## src/rtl/mem_copy_dma.sv

```systemverilog
// mem_copy_dma: memory-port initiator performing memmove-style block copy or block fill with range checking
module mem_copy_dma #(
  parameter int Bits    = 16,
  parameter int MemSize = 256
) (
  input  logic            clk,
  input  logic            rst_n,
  input  logic            start,
  input  logic            mode,
  input  logic [Bits-1:0] src_addr,
  input  logic [Bits-1:0] dst_addr,
  input  logic [Bits-1:0] length,
  input  logic [Bits-1:0] fill_value,
  output logic            busy,
  output logic            done,
  output logic            err,
  output logic [Bits-1:0] mem_access_addr,
  output logic [Bits-1:0] mem_write_data,
  output logic            mem_write_en,
  output logic            mem_read,
  input  logic [Bits-1:0] mem_read_data
);
  typedef enum logic [1:0] {IDLE, READ, WRITE, DONE} state_t;
  localparam logic [Bits:0] LP_MEM = (Bits+1)'(MemSize);
  state_t          r_state;
  logic            r_mode, r_desc, r_busy, r_done, r_err, r_rd, r_wen;
  logic [Bits-1:0] r_src, r_dst, r_fill, r_idx, r_cnt, r_addr, r_wdata;
  logic [Bits:0]   w_src_end, w_dst_end;
  logic [Bits-1:0] w_first, w_next;
  logic            w_bad, w_desc;
  assign w_src_end = {1'b0, src_addr} + {1'b0, length};
  assign w_dst_end = {1'b0, dst_addr} + {1'b0, length};
  assign w_bad     = (w_dst_end > LP_MEM) || (!mode && (w_src_end > LP_MEM));
  // forward-overlapping copy must run high-to-low so source words are read before being overwritten
  assign w_desc    = !mode && (src_addr < dst_addr) && ({1'b0, dst_addr} < w_src_end);
  assign w_first   = w_desc ? length - Bits'(1) : '0;
  assign w_next    = r_desc ? r_idx - Bits'(1) : r_idx + Bits'(1);
  assign busy            = r_busy;
  assign done            = r_done;
  assign err             = r_err;
  assign mem_access_addr = r_addr;
  assign mem_write_data  = r_wdata;
  assign mem_write_en    = r_wen;
  assign mem_read        = r_rd;
  always_ff @(posedge clk or negedge rst_n) begin
    if (!rst_n) begin
      r_state <= IDLE;
      r_mode  <= 1'b0;
      r_desc  <= 1'b0;
      r_busy  <= 1'b0;
      r_done  <= 1'b0;
      r_err   <= 1'b0;
      r_rd    <= 1'b0;
      r_wen   <= 1'b0;
      r_src   <= '0;
      r_dst   <= '0;
      r_fill  <= '0;
      r_idx   <= '0;
      r_cnt   <= '0;
      r_addr  <= '0;
      r_wdata <= '0;
    end else begin
      r_done  <= 1'b0;
      r_err   <= 1'b0;
      r_rd    <= 1'b0;
      r_wen   <= 1'b0;
      r_addr  <= '0;
      r_wdata <= '0;
      case (r_state)
        IDLE: if (start) begin
          r_mode <= mode;
          r_src  <= src_addr;
          r_dst  <= dst_addr;
          r_fill <= fill_value;
          r_desc <= w_desc;
          r_idx  <= w_first;
          r_cnt  <= length;
          if (w_bad) r_err <= 1'b1;
          else if (length == '0) begin
            r_state <= DONE;
            r_busy  <= 1'b1;
            r_done  <= 1'b1;
          end else begin
            r_state <= mode ? WRITE : READ;
            r_busy  <= 1'b1;
            r_addr  <= mode ? dst_addr + w_first : src_addr + w_first;
            r_wen   <= mode;
            r_rd    <= !mode;
            r_wdata <= mode ? fill_value : '0;
          end
        end
        READ: begin
          r_state <= WRITE;
          r_addr  <= r_dst + r_idx;
          r_wen   <= 1'b1;
          r_wdata <= mem_read_data;
        end
        WRITE: if (r_cnt == Bits'(1)) begin
          r_state <= DONE;
          r_done  <= 1'b1;
        end else begin
          r_cnt   <= r_cnt - Bits'(1);
          r_idx   <= w_next;
          r_state <= r_mode ? WRITE : READ;
          r_addr  <= r_mode ? r_dst + w_next : r_src + w_next;
          r_wen   <= r_mode;
          r_rd    <= !r_mode;
          r_wdata <= r_mode ? r_fill : '0;
        end
        DONE: begin
          r_state <= IDLE;
          r_busy  <= 1'b0;
        end
        default: r_state <= IDLE;
      endcase
    end
  end
endmodule

```

## config.mk

```make
export PLATFORM = sky130hd
export DESIGN_NAME = mem_copy_dma
export DESIGN_NICKNAME = d
export VERILOG_FILES = /design/src/rtl/mem_copy_dma.sv
export SDC_FILE = /design/constraint.sdc
export NUM_CORES = 1
export LEC_CHECK = 0
export BUFFER_PORTS_ARGS = -buffer_cell sky130_fd_sc_hd__buf_2
export CORE_MARGIN = 5
export CORE_UTILIZATION = 33
export CTS_CLUSTER_SIZE = 20
export DETAILED_ROUTE_END_ITERATION = 8
export PLACE_DENSITY = 0.57
export RECOVER_POWER = 100
export SYNTH_ARGS = -nofsm -noshare
export SYNTH_HDL_FRONTEND = slang
export SYNTH_SLANG_ARGS = --single-unit
```

## constraint.sdc

```tcl
create_clock -name clk -period 4.1 [get_ports clk]
set_input_delay 0 -clock clk [delete_from_list [all_inputs] [get_ports clk]]
set_output_delay 0 -clock clk [all_outputs]
set_load 0.01 [all_outputs]
```

==> metrics.md, run 1 <==
| Metric | Value |
|---|---|
| Status | finished, violations left |
| Failing checks | capacitance limit, slew limit, setup timing |
| Critical Path Start Type | primary input |
| Cells after synthesis | around 1200 |
| Sequential share of the synthesized area | 29.2% |
| Worst min path class | in -> reg |
| Hold path cells | 4 |
| Antenna cells | 0 |
| Worst Max-Slew Pin Slew | 2.74 ns |
| Largest net degree at the start of global routing | 84 |
| # DRC | 0 |
| CTS Root Cell | clkbuf_16 |
| Post-synth EDFFs | 0 |
| Worst R2R End | mem_access_addr[14] |
| RSZ-0062 raised after global routing | true |
| Die area | 35000 um^2 |
| Initial Utilization | 33.6% |
| Antenna violations before repair | 0 |
| GRT Util Overall | 19.6% |
| Part of the cycle the worst path needs | 122% |
| Slowest-stage cell, CP | fa_2 |
| Worst r2r path cells | 16 |
| Clock Sinks | 121 |
| CTS tree | yes |
| Final Hold Fails | 0 |
| CP bufs+invs | 7 |
| DR vias/cell | 5.21 |
| Die width | 187 um |
| Yosys reg bits | 121 |
| CTS H-Tree Depth | 4 |
| RR Startpoint | r_desc |
| Clk Latency, worst-skew pair | 0.43 ns |
| Top cells by area, synth | dfrtp_1, ha_1, nand2_1 |
| Worst reg-to-reg setup slack | 0.08 ns |
| Total wire length | 34.8 mm |
| CP Capture Type | register |
| Cell Area, Synth | 10400 um^2 |
| Max-slew violations | 184 |
| Vias in the first global route | 10500 |
| Power per Cell Area | approximately 360 nW/um^2 |
| Crit path top cell by count | buf_4 |
| Congestion Overflow GR | 0 |
| LEAKAGE | 6.88 nW |
| Wire per inst | 17.5 um |
| Post-DRT Antenna Nets | 0 |
| Clk pin slew, worst setup/hold paths | 0.06 ns |
| 1st-iter DRT viols | 689 |
| Fin nets | 1791 |
| Min Tclk post-route | 5.01 ns |
| Area Overhead vs Synth | 37.0% |
| Placed Cells | 1875 |
| First-pass GRT wire length | 55.7 mm |
| Setup violators final | 14 |
| Max Fclk | between 150 and 200 MHz |
| Async S/R FF share, synth | 100% |
| Yosys cell types | 76 |
| Clock skew | 0.00976 ns |
| Via Count | 10400 |
| Arr. time, crit path | 5.34 ns |
| Max-capacitance violation count | 3 |
| Placer congestion estimate | 0.915 |
| Max-slew headroom | -82.9% |
| Non-Filler Instances | 1987 |
| Final worst setup slack | -0.908 ns |
| Syn. warnings | 0 |
| Detailed Routing Iterations Pass 1 | 7 |
| Crit path largest cell delay | 0.37 ns |
| Clk buf depth | 2 |
| Max rail drop VDD | 0.000263 V |
| Post-synth top flop | dfrtp_1 |
| CTS Buf Count | 17 |
| I/O pin cnt | approximately 120 |
| Worst-path maximum fanout | 5 |
| Final worst hold slack | 0.00942 ns |
| Row count | 64 |
| Synth Net Count | 1439 |
| Post-synth top area share | ~29% |
| Core area | 30800 um^2 |
| I/O Buffers | 120 |
| DIE HEIGHT | 187 um |
| Avg Cell Area, Syn | 8.45 um^2 |
| Final HPWL from detailed placement | 26.5 mm |
| Area leader, netlist | dfrtp_1 |
| Crit path max-delay family | compound AO/OA/AOI/OAI gates |
| CP required | ~4.4 ns |
| Hold Crit Endpoint | r_dst[1] |
| Share of cells above drive strength 1 | 25.5% |
| Worst Setup Path Type | in -> reg |
| Critical hold path startpoint | dst_addr[1] |
metal layers:
metal / track usage [%] / share of wire [%]
met5: 0 / 0
met3: 2.46 / 3.7
met2: 33.5 / 48
met1: 26.3 / 46
met4: 4.86 / 2.0
cells by family after synthesis:
group	Yosys count	share of synthesized area, %
AO/OA/AOI/OAI	338	21.9
XOR/XNOR	83	7.02
adder cells (fa/ha/maj)	130	16.1
buffers and inverters	100	3.73
flip-flops	121	29.2
multiplexers	35	3.74
AND/OR/NAND/NOR	419	18.3
Yosys cell counts (28+ instances only):
master and instances:
dfrtp_1 121, xnor2_1 50, nor2_1 91, nand2_1 200, clkbuf_1 33, nor3_1 28, o21ai_0 82, mux2_2 30
ha_1 123, a21oi_1 71, xor2_1 33, inv_1 60
final cells by class:
cell class                 count  area, um^2
multi-input combinational   1005        7240
clock inverter                15         164
timing repair buffer         373        2610
clock buffer                  17         425
sequential                   121        3030
tap                          396         495
fill                        2979       16600
inverter                      60         225
worst min-delay path, cell delays in order:
cell and delay [ns]:
buf_2 0.13, inv_1 0.07, buf_4 0.12, o21ai_0 0.07
worst max path at each step:
stage / from / to / slack (ns) / depth (start not counted)
final: src_addr[0] / mem_access_addr[8] / -0.91 / 31
after global routing: src_addr[0] / mem_access_addr[12] / -1.14 / 29
after CTS: src_addr[0] / mem_access_addr[15] / -0.81 / 29
after detailed placement: src_addr[0] / mem_access_addr[15] / -1.65 / 28
after global placement: src_addr[0] / mem_access_addr[15] / -1.59 / 28
after floorplan: src_addr[0] / mem_access_addr[15] / -1.14 / 28
registers in the layout, summed over array words and instances, names as in the netlist, 2 cells and up:
name and cells:
mem_access_addr 16, mem_write_data 16, r_cnt 16, r_dst 16
r_fill 16, r_idx 16, r_src 16, r_state 2
power breakdown:
part | total, W | switching, W | internal [W]
Sequential | 0.00135 | 0.0000750 | 0.00127
Combinational | 0.00222 | 0.00114 | 0.00108
Clock | 0.00154 | 0.000631 | 0.000905
Total | 0.00510 | 0.00185 | 0.00326
what timing repair did:
action                     4_1_cts  5_1_grt
setup buffers                   17        6
hold buffers                    58        0
pin swaps                       27       14
cloned                           0        0
setup endpoints to repair       15       15
hold endpoints to repair       137        0
gates resized for setup         28       21
stage by stage:
stage                     worst slack [ns]  TNS [ns]  total power (W)  utilization (%)  area, um^2
final                               -0.908     -8.11          0.00510             46.0       14200
after global routing                 -1.14    -11.25          0.00544             46.0       14200
after CTS                           -0.810     -7.02          0.00508             45.8       14100
after detailed placement             -1.65    -18.82          0.00339             41.1       12700
after global placement               -1.59    -16.87          0.00336             41.1       12700
after floorplan                      -1.14     -7.92          0.00267                -       10400
cells in the final DEF (no fill, tap or decap), types with 6 or more instances in the layout:
cell type and instances:
nor2_1 87, buf_4 188, ha_1 118, nand3_1 18, a31oi_1 22, o21a_1 13, xnor2_1 44, o21bai_1 8
o31ai_1 6, and3_1 6, xor2_1 32, nor2b_1 10, nor4_1 9, nand2b_1 17, inv_6 6, a21o_1 24
clkbuf_16 17, a222oi_1 16, inv_1 58, clkbuf_1 40, a22oi_1 14, o21ai_1 6, mux2_2 30, o21ai_0 71
dlygate4sd3_1 58, dfrtp_1 121, o211ai_1 11, nand2_1 200, o21ai_2 13, or3_1 7, nor3_1 27, a211oi_1 7
buf_2 80, a21oi_1 68
Note: power is estimated with default switching activity, not from simulation.
==> inputs of run 2 (changes only) <==
--- a/config.mk
+++ b/config.mk
@@ -5,8 +5,9 @@
 export SDC_FILE = /design/constraint.sdc
 export NUM_CORES = 1
 export LEC_CHECK = 0
+export ABC_AREA = 1
 export BUFFER_PORTS_ARGS = -buffer_cell sky130_fd_sc_hd__buf_2
-export CORE_MARGIN = 5
+export CORE_ASPECT_RATIO = 1.1
 export CORE_UTILIZATION = 33
 export CTS_CLUSTER_SIZE = 20
 export DETAILED_ROUTE_END_ITERATION = 8
==> run 2 against run 1 <==
Effect of this change:
- the flow finishes with violations (capacitance limit, slew limit)
- routed wire length is 9.6% higher
- design area is 3.0% higher
- count of clock-buffer cells in the layout stayed put
- final cell count is 18% higher
- fmax is 29% higher
- combinational power is 19% lower
- clock skew hardly changed
- via count is 12% higher
- die area is 0.29% lower
- critical path type unchanged
- largest cell class unchanged
==> metrics.md, run 2 <==
| Metric | Value |
|---|---|
| CTS tree | yes |
| Max-slew headroom | -80.0% |
| LEAKAGE | 7.75 nW |
| DIE HEIGHT | between 150 and 200 um |
| Die width | 178 um |
| Post-synth top flop | dfrtp_1 |
| Vias in the first global route | 11500 |
| Synth Net Count | approximately 1800 |
| Arr. time, crit path | roughly 4.3 ns |
| Sequential share of the synthesized area | 26.8% |
| Clk Latency, worst-skew pair | 0.44 ns |
| Antenna cells | 0 |
| Area leader, netlist | dfrtp_1 |
| Async S/R FF share, synth | 100% |
| Post-synth top area share | 26.8% |
| Setup violators final | 0 |
| Non-Filler Instances | 2352 |
| Area Overhead vs Synth | 29.6% |
| # DRC | 0 |
| Final HPWL from detailed placement | approximately 30 mm |
| Largest net degree at the start of global routing | 66 |
| Via Count | 11600 |
| Share of cells above drive strength 1 | 18.4% |
| Placer congestion estimate | approximately 0.92 |
| Yosys reg bits | about 120 |
| Placement Setup Slack | -0.463 ns |
| Critical Path Start Type | primary input |
| Post-Layout Inst Area | 14600 um^2 |
| Worst min path class | in -> reg |
| Post-DRT Antenna Nets | 0 |
| CTS H-Tree Depth | 4 |
| GRT Util Overall | 22.3% |
| Worst Setup Path Type | in -> reg |
| Most common cell after layout, fill and taps aside | nand2_1 |
| Total wire length | 38.1 mm |
| Post-synth EDFFs | 0 |
| Worst Max-Slew Pin Slew | between 2 and 3 ns |
| Yosys cell types | 53 |
| Wire per inst | 16.2 um |
| Max-capacitance violation count | 1 |
| Final worst hold slack | 0.0155 ns |
| Max-slew violations | 45 |
| I/O pin cnt | approximately 120 |
| Dpl cell area | 13300 um^2 |
| Max Fclk | around 260 MHz |
| Most common cell in the netlist | nand2_1 |
| Row count | 70 |
| Power per Cell Area | 314 nW/um^2 |
| Clk pin slew, worst setup/hold paths | approximately 0.060 ns |
| CTS Buf Count | 17 |
| Fin nets | ~2100 |
| 1st-iter DRT viols | 758 |
| Congestion Overflow GR | 0 |
| Min Tclk post-route | between 3 and 4 ns |
| CTS Root Cell | clkbuf_16 |
| Clock skew | 0.00972 ns |
| I/O Buffers | 120 |
| Placed Cells | ~2300 |
| Fillers | 3473 |
| Die area | 34900 um^2 |
| Avg Cell Area, Syn | between 7 and 8 um^2 |
| Top cells by area, synth | dfrtp_1, ha_1, nand2_1 |
| Final worst setup slack | 0.223 ns |
| Cell Area, Synth | 11300 um^2 |
| Syn. warnings | 0 |
| Detailed Routing Iterations Pass 1 | 8 |
| Core area | 33500 um^2 |
| Worst-path maximum fanout | 6 |
| DR vias/cell | 4.93 |
| Failing checks | capacitance limit, slew limit |
| Part of the cycle the worst path needs | 94.6% |
| Antenna violations before repair | 0 |
| First-pass GRT wire length | approximately 60 mm |
| Status | finished, violations left |
| Most frequent cells in the layout | nand2_1, inv_1, o21ai_0 |
| CP required | between 4 and 5 ns |
| Clock Sinks | 121 |
| Max rail drop VDD | about 0.00021 V |
| Initial Utilization | 33.7% |
| CP Capture Type | register |
| Final Hold Fails | 0 |
| Most frequent cells after synthesis | nand2_1, inv_1, o21ai_0 |
| Cells after synthesis | 1612 |
| Clk buf depth | 2 |
==> run 2: cell types whose count changed after synthesis, sizes merged, moves of 26 or more <==
cell / before / now
o21ai: 90 / 170
mux2: 30 / 0
inv: 60 / 222
a21oi: 71 / 113
nor2: 91 / 127
xnor2: 50 / 20
nand2: 201 / 407
o21bai: 8 / 34
nand3: 19 / 67
==> run 2: layer usage <==
layer	share of wire [%]	GRT usage, %	wire length (um)
met1	45	28.7	17300
met3	3.8	2.73	1430
met5	0	0	0
met2	49	38.5	18500
met4	2.4	7.25	907
==> run 2: cells by family (layout without fill, tap and decap cells) <==
kind of cell,after synthesis,count (layout),share of synthesized area (%)
AOI/OAI and AO/OA,384,384,20.5
xor gates and xnor gates,60,60,4.66
and+or+nand+nor,654,654,24.3
buffers and inverters,264,572,8.99
DFF,121,121,26.8
adders and majority gates,129,129,14.7
==> run 2: worst paths after layout <==
kind	from	end	slack, ns	depth (start not counted)
min in group asynchronous	rst_n	mem_write_data[14]	0.96	2
worst max-delay path	dst_addr[3]	mem_access_addr[14]	0.22	26
worst min register to register	r_src[15]	r_src[15]	0.48	2
worst max register to register	r_desc	mem_access_addr[15]	0.28	21
max in group asynchronous	rst_n	r_desc	0.90	3
worst min-delay path	src_addr[4]	r_src[4]	0.02	4
==> run 2: layout make-up <==
type	count	area [um^2]	share of cell area, %
inverters	224	843	5.77
clock buffers	17	425	2.91
clock inverters	14	124	0.847
repair buffers	317	2170	14.8
well taps	432	541	3.70
multi-input cells	1227	7500	51.3
flip-flops and latches	121	3030	20.7
==> run 2: critical path, cell delays in order <==
cell           delay [ns]
dlygate4sd3_1        0.54
clkbuf_1             0.25
inv_1                0.13
ha_1                 0.31
a21oi_1              0.15
nand2_1              0.09
nand4_1              0.13
a21oi_1              0.09
o21ai_0              0.46
nand3_4              0.24
or2_1                0.30
inv_1                0.06
ha_1                 0.23
nand2_1              0.06
a21oi_1              0.07
a211oi_2             0.23
o21ai_2              0.09
nand2_1              0.07
nand2_1              0.07
a21oi_2              0.17
o21ai_2              0.09
a21oi_2              0.15
inv_1                0.05
nand2_1              0.06
nand2_2              0.06
o21bai_4             0.10
==> run 2: timing repair <==
action                     CTS  global route
setup endpoints to repair    1            11
setup buffers                0             4
hold endpoints to repair   103             0
hold buffers                60             0
gates resized for setup      1            52
pin swaps                    0            18
==> run 2: where the power goes <==
part	internal, W	switching [W]	total (W)
logic	0.000736	0.00106	0.00180
clock network	0.000829	0.000608	0.00144
registers	0.00127	0.0000755	0.00135
total	0.00284	0.00175	0.00459
==> run 2: metrics by stage <==
stage | power [W] | utilization, % | TNS (ns)
floorplan | 0.00244 | - | 0
global placement | 0.00303 | 39.7 | -2.58
detailed placement | 0.00305 | 39.7 | -3.53
CTS | 0.00454 | 43.2 | 0
global route | 0.00489 | 43.7 | -0.129
finish | 0.00459 | 43.7 | 0
